## src/rtl/input_arbiter_if.sv

```systemverilog
// Handshake bundle between the input arbiter, its two requesters (CPU data
// path, debug host) and the keypad/switch input unit.
//   slave  : arbiter side (drives input_enable, acks, response, status)
//   master : environment side (drives requests and input-unit signals)
interface input_arbiter_if #(
  parameter int DATA_W     = 32,
  parameter int WAIT_CNT_W = 16
) ();
  logic                  cpu_req;
  logic                  dbg_req;
  logic                  input_enable;
  logic                  input_complete;
  logic                  switch_enable;
  logic [DATA_W-1:0]     keypad_data;
  logic [DATA_W-1:0]     switch_data;
  logic                  cpu_pause;
  logic                  cpu_ack;
  logic                  dbg_ack;
  logic [DATA_W-1:0]     resp_data;
  logic                  resp_from_switch;
  logic                  cpu_stall;
  logic                  busy;
  logic                  owner;
  logic [WAIT_CNT_W-1:0] last_wait;

  modport slave (
    input  cpu_req, dbg_req, input_complete, switch_enable,
           keypad_data, switch_data, cpu_pause,
    output input_enable, cpu_ack, dbg_ack, resp_data, resp_from_switch,
           cpu_stall, busy, owner, last_wait
  );

  modport master (
    output cpu_req, dbg_req, input_complete, switch_enable,
           keypad_data, switch_data, cpu_pause,
    input  input_enable, cpu_ack, dbg_ack, resp_data, resp_from_switch,
           cpu_stall, busy, owner, last_wait
  );
endinterface

```

## src/rtl/input_arbiter.sv

```systemverilog
// Shares the keypad/switch input unit between the CPU load path and the debug
// host. One requester is granted at a time, the input unit gets a one-cycle
// input_enable, and the value captured on the user's enter press is returned
// with a one-cycle ack to whoever owns the grant.
// Ports:
//   clk  - system clock, rising edge
//   rst  - synchronous active-high reset
//   bus  - input_arbiter_if.slave: requests/acks, input-unit handshake,
//          response data and status (busy, owner, cpu_stall, last_wait)
//
// state | meaning
// ------+----------------------------------------------------------------
// IDLE  | no transaction; arbitrate cpu_req / dbg_req
// ISSUE | input_enable high for this cycle; wait counter cleared
// WAIT  | wait for rising edge of input_complete; count unpaused cycles
// RESP  | ack to owner for this cycle; back to IDLE
module input_arbiter #(
  parameter int DATA_W     = 32,
  parameter int WAIT_CNT_W = 16
) (
  input logic            clk,
  input logic            rst,
  input_arbiter_if.slave bus
);

  typedef enum logic [1:0] {
    S_IDLE  = 2'b00,
    S_ISSUE = 2'b01,
    S_WAIT  = 2'b10,
    S_RESP  = 2'b11
  } state_t;

  localparam logic [WAIT_CNT_W-1:0] CNT_ONE = WAIT_CNT_W'(1);
  localparam logic [WAIT_CNT_W-1:0] CNT_MAX = '1;

  state_t                r_state;
  logic                  r_input_enable;
  logic                  r_cpu_ack;
  logic                  r_dbg_ack;
  logic                  r_resp_from_switch;
  logic                  r_owner;
  logic                  r_complete_q;
  logic [DATA_W-1:0]     r_resp_data;
  logic [WAIT_CNT_W-1:0] r_wait_cnt;
  logic [WAIT_CNT_W-1:0] r_last_wait;
  logic                  w_complete_evt;

  // Only a fresh rising edge completes; a level left high by an earlier
  // entry must fall and rise again.
  assign w_complete_evt = bus.input_complete & ~r_complete_q;

  always_ff @(posedge clk) begin
    if (rst) begin
      r_state            <= S_IDLE;
      r_input_enable     <= 1'b0;
      r_cpu_ack          <= 1'b0;
      r_dbg_ack          <= 1'b0;
      r_resp_from_switch <= 1'b0;
      r_owner            <= 1'b1;  // debug as "last served" so CPU wins the first tie
      r_complete_q       <= 1'b0;
      r_resp_data        <= '0;
      r_wait_cnt         <= '0;
      r_last_wait        <= '0;
    end else begin
      r_complete_q   <= bus.input_complete;
      r_input_enable <= 1'b0;
      r_cpu_ack      <= 1'b0;
      r_dbg_ack      <= 1'b0;
      case (r_state)
        S_IDLE: begin
          if (bus.cpu_req | bus.dbg_req) begin
            // Tie goes to whoever was not served last.
            r_owner        <= (bus.cpu_req & bus.dbg_req) ? ~r_owner : bus.dbg_req;
            r_input_enable <= 1'b1;
            r_state        <= S_ISSUE;
          end
        end
        S_ISSUE: begin
          r_wait_cnt <= '0;
          r_state    <= S_WAIT;
        end
        S_WAIT: begin
          if (w_complete_evt) begin
            r_resp_data        <= bus.switch_enable ? bus.switch_data : bus.keypad_data;
            r_resp_from_switch <= bus.switch_enable;
            r_last_wait        <= r_wait_cnt;
            if (r_owner) r_dbg_ack <= 1'b1;
            else         r_cpu_ack <= 1'b1;
            r_state <= S_RESP;
          end else if (!bus.cpu_pause && (r_wait_cnt != CNT_MAX)) begin
            r_wait_cnt <= r_wait_cnt + CNT_ONE;
          end
        end
        S_RESP: begin
          r_state <= S_IDLE;
        end
        default: begin
          r_state <= S_IDLE;
        end
      endcase
    end
  end

  assign bus.input_enable     = r_input_enable;
  assign bus.cpu_ack          = r_cpu_ack;
  assign bus.dbg_ack          = r_dbg_ack;
  assign bus.resp_data        = r_resp_data;
  assign bus.resp_from_switch = r_resp_from_switch;
  assign bus.owner            = r_owner;
  assign bus.last_wait        = r_last_wait;
  assign bus.busy             = (r_state != S_IDLE);
  assign bus.cpu_stall        = bus.cpu_req & ~r_cpu_ack;

endmodule
```

## src/flat_wrapper.sv

```systemverilog
// flat-port wrapper written by rule: the top's interface ports become plain ports
module input_arbiter_flat 
#(
  parameter int DATA_W     = 32,
  parameter int WAIT_CNT_W = 16
)
  (clk, rst, bus_cpu_req, bus_dbg_req, bus_input_complete, bus_switch_enable, bus_keypad_data, bus_switch_data, bus_cpu_pause, bus_input_enable, bus_cpu_ack, bus_dbg_ack, bus_resp_data, bus_resp_from_switch, bus_cpu_stall, bus_busy, bus_owner, bus_last_wait);
  input_arbiter_if #(.DATA_W(DATA_W), .WAIT_CNT_W(WAIT_CNT_W)) bus_i ();
  input logic clk;
  input logic rst;
  input wire logic [$bits(bus_i.cpu_req)-1:0] bus_cpu_req;
  input wire logic [$bits(bus_i.dbg_req)-1:0] bus_dbg_req;
  input wire logic [$bits(bus_i.input_complete)-1:0] bus_input_complete;
  input wire logic [$bits(bus_i.switch_enable)-1:0] bus_switch_enable;
  input wire logic [$bits(bus_i.keypad_data)-1:0] bus_keypad_data;
  input wire logic [$bits(bus_i.switch_data)-1:0] bus_switch_data;
  input wire logic [$bits(bus_i.cpu_pause)-1:0] bus_cpu_pause;
  output wire logic [$bits(bus_i.input_enable)-1:0] bus_input_enable;
  output wire logic [$bits(bus_i.cpu_ack)-1:0] bus_cpu_ack;
  output wire logic [$bits(bus_i.dbg_ack)-1:0] bus_dbg_ack;
  output wire logic [$bits(bus_i.resp_data)-1:0] bus_resp_data;
  output wire logic [$bits(bus_i.resp_from_switch)-1:0] bus_resp_from_switch;
  output wire logic [$bits(bus_i.cpu_stall)-1:0] bus_cpu_stall;
  output wire logic [$bits(bus_i.busy)-1:0] bus_busy;
  output wire logic [$bits(bus_i.owner)-1:0] bus_owner;
  output wire logic [$bits(bus_i.last_wait)-1:0] bus_last_wait;
  assign bus_i.cpu_req = bus_cpu_req;
  assign bus_i.dbg_req = bus_dbg_req;
  assign bus_i.input_complete = bus_input_complete;
  assign bus_i.switch_enable = bus_switch_enable;
  assign bus_i.keypad_data = bus_keypad_data;
  assign bus_i.switch_data = bus_switch_data;
  assign bus_i.cpu_pause = bus_cpu_pause;
  assign bus_input_enable = bus_i.input_enable;
  assign bus_cpu_ack = bus_i.cpu_ack;
  assign bus_dbg_ack = bus_i.dbg_ack;
  assign bus_resp_data = bus_i.resp_data;
  assign bus_resp_from_switch = bus_i.resp_from_switch;
  assign bus_cpu_stall = bus_i.cpu_stall;
  assign bus_busy = bus_i.busy;
  assign bus_owner = bus_i.owner;
  assign bus_last_wait = bus_i.last_wait;
  input_arbiter #(.DATA_W(DATA_W), .WAIT_CNT_W(WAIT_CNT_W)) u_core (.clk(clk), .rst(rst), .bus(bus_i));
endmodule
```

## config.mk

```make
export PLATFORM = sky130hd
export DESIGN_NAME = input_arbiter_flat
export DESIGN_NICKNAME = d
export VERILOG_FILES = /design/src/rtl/input_arbiter_if.sv /design/src/rtl/input_arbiter.sv /design/src/flat_wrapper.sv
export SDC_FILE = /design/constraint.sdc
export NUM_CORES = 1
export LEC_CHECK = 0
export CELL_PAD_IN_SITES_DETAIL_PLACEMENT = 1
export CELL_PAD_IN_SITES_GLOBAL_PLACEMENT = 2
export CORE_UTILIZATION = 26
export CTS_CLUSTER_DIAMETER = 80
export DETAILED_ROUTE_END_ITERATION = 8
export GPL_TIMING_DRIVEN = 0
export PLACE_DENSITY = 0.88
export SETUP_SLACK_MARGIN = 0.05
export SLEW_MARGIN = 20
export SYNTH_ARGS = -nofsm -noshare
export SYNTH_HDL_FRONTEND = slang
export SYNTH_SLANG_ARGS = --single-unit
```

## constraint.sdc

```tcl
create_clock -name clk -period 6.3 [get_ports clk]
set_clock_uncertainty 0.1 [all_clocks]
set_input_delay 0.945 -clock clk [delete_from_list [all_inputs] [get_ports clk]]
set_output_delay 0.945 -clock clk [all_outputs]
set_load 0.1 [all_outputs]
```

==> impl_metrics.toml <==
[worst_setup_path]
r2r_setup_slack_ns = 3.86
cp_top_family = "buffers and inverters"
crit_buf_inv = 2
crit_chain = "clkdlybuf4s50_1, nor2b_1, clkdlybuf4s50_1"
path_depth = 3
crit_type = "in2out"
r2r-start = "u_core.r_state[0]"
rr_worst_depth = 7
cp_max_fo = 3
crit_path_end_kind = "output pin"
cp_slowest_cell = "clkdlybuf4s50_1"
worstPathArrival_ns = 2.71
start_kind = "primary input"
crit_end = "bus_cpu_stall"
cp_slowest_stage_delay_ns = 1.13
crit_path_frequent_cell = "clkdlybuf4s50_1"
critPathRequiredTime_ns = 5.25
startpoint = "bus_cpu_req"
r2r-end = "u_core.r_wait_cnt[2]"

[yosys]
netlist_instances = 365
synth_most_common_cell = "dfxtp_1"
synth_common_cells = "dfxtp_1 (72), nand2_1 (43), nor2_1 (40), mux2i_1 (34), a211oi_1 (33)"
synth_area_leaders = "dfxtp_1 (45%), mux2i_1 (11%), a211oi_1 (7.8%), nand2_1 (5.1%), nor2_1 (4.7%)"
syn_avg_cell_area_um2 = 8.71
yosysWarningCount = 0
synth_area_leader_cell = "dfxtp_1"
synth_edf_count = 0
yosysTopAreaCellShare = 0.454
synth_ff_type = "dfxtp_1"
yosysSeqAreaShare = 0.454
synthesis.area_mm2 = 0.00318
async_reset_ff_frac = 0
yosysUniqueCellTypes = 38
syn_nets = 439
ys_ff_latch = 72

[timing]
slew_headroom = 0.313
finalSetupViolCount = 0
finalCritPeriodShare = 0.597
post-route-min-period_ns = 3.76
rsz0062_at_grt = "no"
setup-tns-final_ns = 0
max_freq_mhz = 266
report.final.slew_viol_count = 0
tightest_slew_ns = 1.03
timing.final.hold_violations = 0

[global_routing]
grt_pass1_vias = 3297
grt_max_degree = 13
grt_pass1_wl_mm = 16.3
overflow = 0
grtUsageTotal = 0.166
antenna_found_initial = 0

[pwr]
pwr-share-clk = 0.309
p_sw_uw = 680
ir_worst_vdd_v = 0.000156
switching_share = 0.409
power.internal_uw = 985
combinationalPowerShare = 0.376
power_leakage_nw = 1.68
power_density_mw_per_mm2 = 340
power_frac_seq = 0.314

[floorplanning]
io_pins = 126
initial_utilization = 0.266
die_x_um = 113
die_h_um = 113
num_rows = 40
core-area_mm2 = 0.0120
dieArea_mm2 = 0.0127

[job]
cap_violations = 0

[clock_network]
numCtsBuffers = 9
cts-root-buf = "clkbuf_16"
tritoncts = "built"
clock_latency_ns = 0.34
clkTransAtPathRegs_ns = 0.05
postCtsSetupRepairBufs = 0
cts_buffer_depth = 2
cts_resized = 0
htree_levels = 3
clock_sinks = 72
cts_hold_buf = 0

[route]
drc_errors = 0
via_per_inst = 4.88
ant_nets = 0
routedWlPerCell_um = 15.8
num_vias = 3177
first_pass_iters = 4
drt-total-wl_mm = 10.3
drt_iter0_drc = 93

[layout]
final_net_count = 573
antennaDiodeCount = 0
layout-drive-gt1-share = 0.0437
fin_area_mm2 = 0.00489
syn_to_final_growth_pct = 53.9

[placement]
gp_congestion = 0.772
post_dp_cell_area_mm2 = 0.00459
hpwlAfterDp_mm = 7.97
port_buffers = 123

[hold_path]
hold_path.class = "reg2reg"

[status]
status = "finished clean"
## layer usage
metal / global-route usage / vias to the layer above / routed length (um)
li1: - / 1583 / -
met1: 0.179 / 1492 / 4220
met2: 0.298 / 91 / 5160
met3: 0.0632 / 11 / 809
met4: 0.0533 / 0 / 114
met5: 0 / - / 0
## cell usage in the layout (no fill, tap or decap), types with 2 or more instances in the layout
master,instances
nand2_1,43
nor2b_1,6
nor2_1,40
nor4_1,4
clkbuf_1,27
nand2b_1,6
mux2i_1,34
o211ai_1,2
or2_2,2
clkbuf_16,9
a211oi_1,33
clkdlybuf4s50_1,123
clkinv_2,2
nand3_1,7
ha_1,3
o21ai_0,3
or4_1,6
and3_1,2
dfxtp_1,72
nand4_1,5
a21oi_1,24
nor3_1,4
o31ai_1,3
inv_1,7
a31oi_1,17
## logic make-up after synthesis
group | after synthesis | share of synthesized area
AO/OA/AOI/OAI | 87 | 0.178
adder cells (fa/ha/maj) | 3 | 0.0118
buffers and inverters | 35 | 0.0417
flip-flops | 72 | 0.454
multiplexers | 34 | 0.107
AND/OR/NAND/NOR | 134 | 0.208
## flip-flops by register name, indices dropped and copies added (netlist names)
register	flops
u_core.bus.last_wait	16
u_core.bus.resp_from_switch	1
u_core.bus.input_enable	1
u_core.r_state	2
u_core.bus.owner	1
u_core.r_complete_q	1
u_core.bus.resp_data	32
u_core.bus.dbg_ack	1
u_core.bus.cpu_ack	1
u_core.r_wait_cnt	16
## area by class of cell
class | count | area [um2]
Timing Repair Buffer | 123 | 1230
Fill cell | 1418 | 7070
Clock buffer | 11 | 243
Buffer | 28 | 106
Tap cell | 147 | 184
Inverter | 7 | 26.3
Multi-Input combinational cell | 258 | 1600
Clock inverter | 5 | 56.3
Sequential cell | 72 | 1440
## per-stage QoR
step | hold WS, ns | total power, mW | cells | utilization | setup slack, ns
2_1_floorplan | 0.363 | 0.980 | 365 | - | 2.98
3_3_place_gp | 0.348 | 1.15 | 635 | 0.384 | 2.54
3_5_place_dp | 0.353 | 1.16 | 635 | 0.384 | 2.54
4_1_cts | 0.361 | 1.68 | 651 | 0.409 | 2.54
5_1_grt | 0.383 | 1.73 | 651 | 0.409 | 2.46
6_report | 0.355 | 1.66 | 651 | 0.409 | 2.54
## worst min path at each step
stage,slack (ns),depth (start not counted),end,startpoint
detailed placement,0.35,2,u_core.bus.last_wait[4],u_core.bus.last_wait[4]
global placement,0.35,2,u_core.bus.last_wait[3],u_core.bus.last_wait[3]
floorplan,0.36,1,u_core.r_wait_cnt[14],u_core.r_wait_cnt[14]
finish,0.36,2,u_core.bus.last_wait[4],u_core.bus.last_wait[4]
CTS,0.36,2,u_core.bus.last_wait[4],u_core.bus.last_wait[4]
global route,0.38,2,u_core.bus.last_wait[4],u_core.bus.last_wait[4]
## worst min-delay path: cells and delay by family, from the launching register on
family	cells	cell delay, ns
AND/OR/NAND/NOR	1	0.05
AO/OA/AOI/OAI	1	0.05
flip-flops	1	0.30
## power by group through the flow
stage | logic (mW) | clock network [mW] | registers, mW
after floorplan | 0.171 | 0 | 0.809
after global placement | 0.621 | 0 | 0.531
after detailed placement | 0.629 | 0 | 0.533
after CTS | 0.630 | 0.525 | 0.524
after global routing | 0.657 | 0.541 | 0.528
final | 0.626 | 0.515 | 0.524
Note: power is estimated with default switching activity, not from simulation.
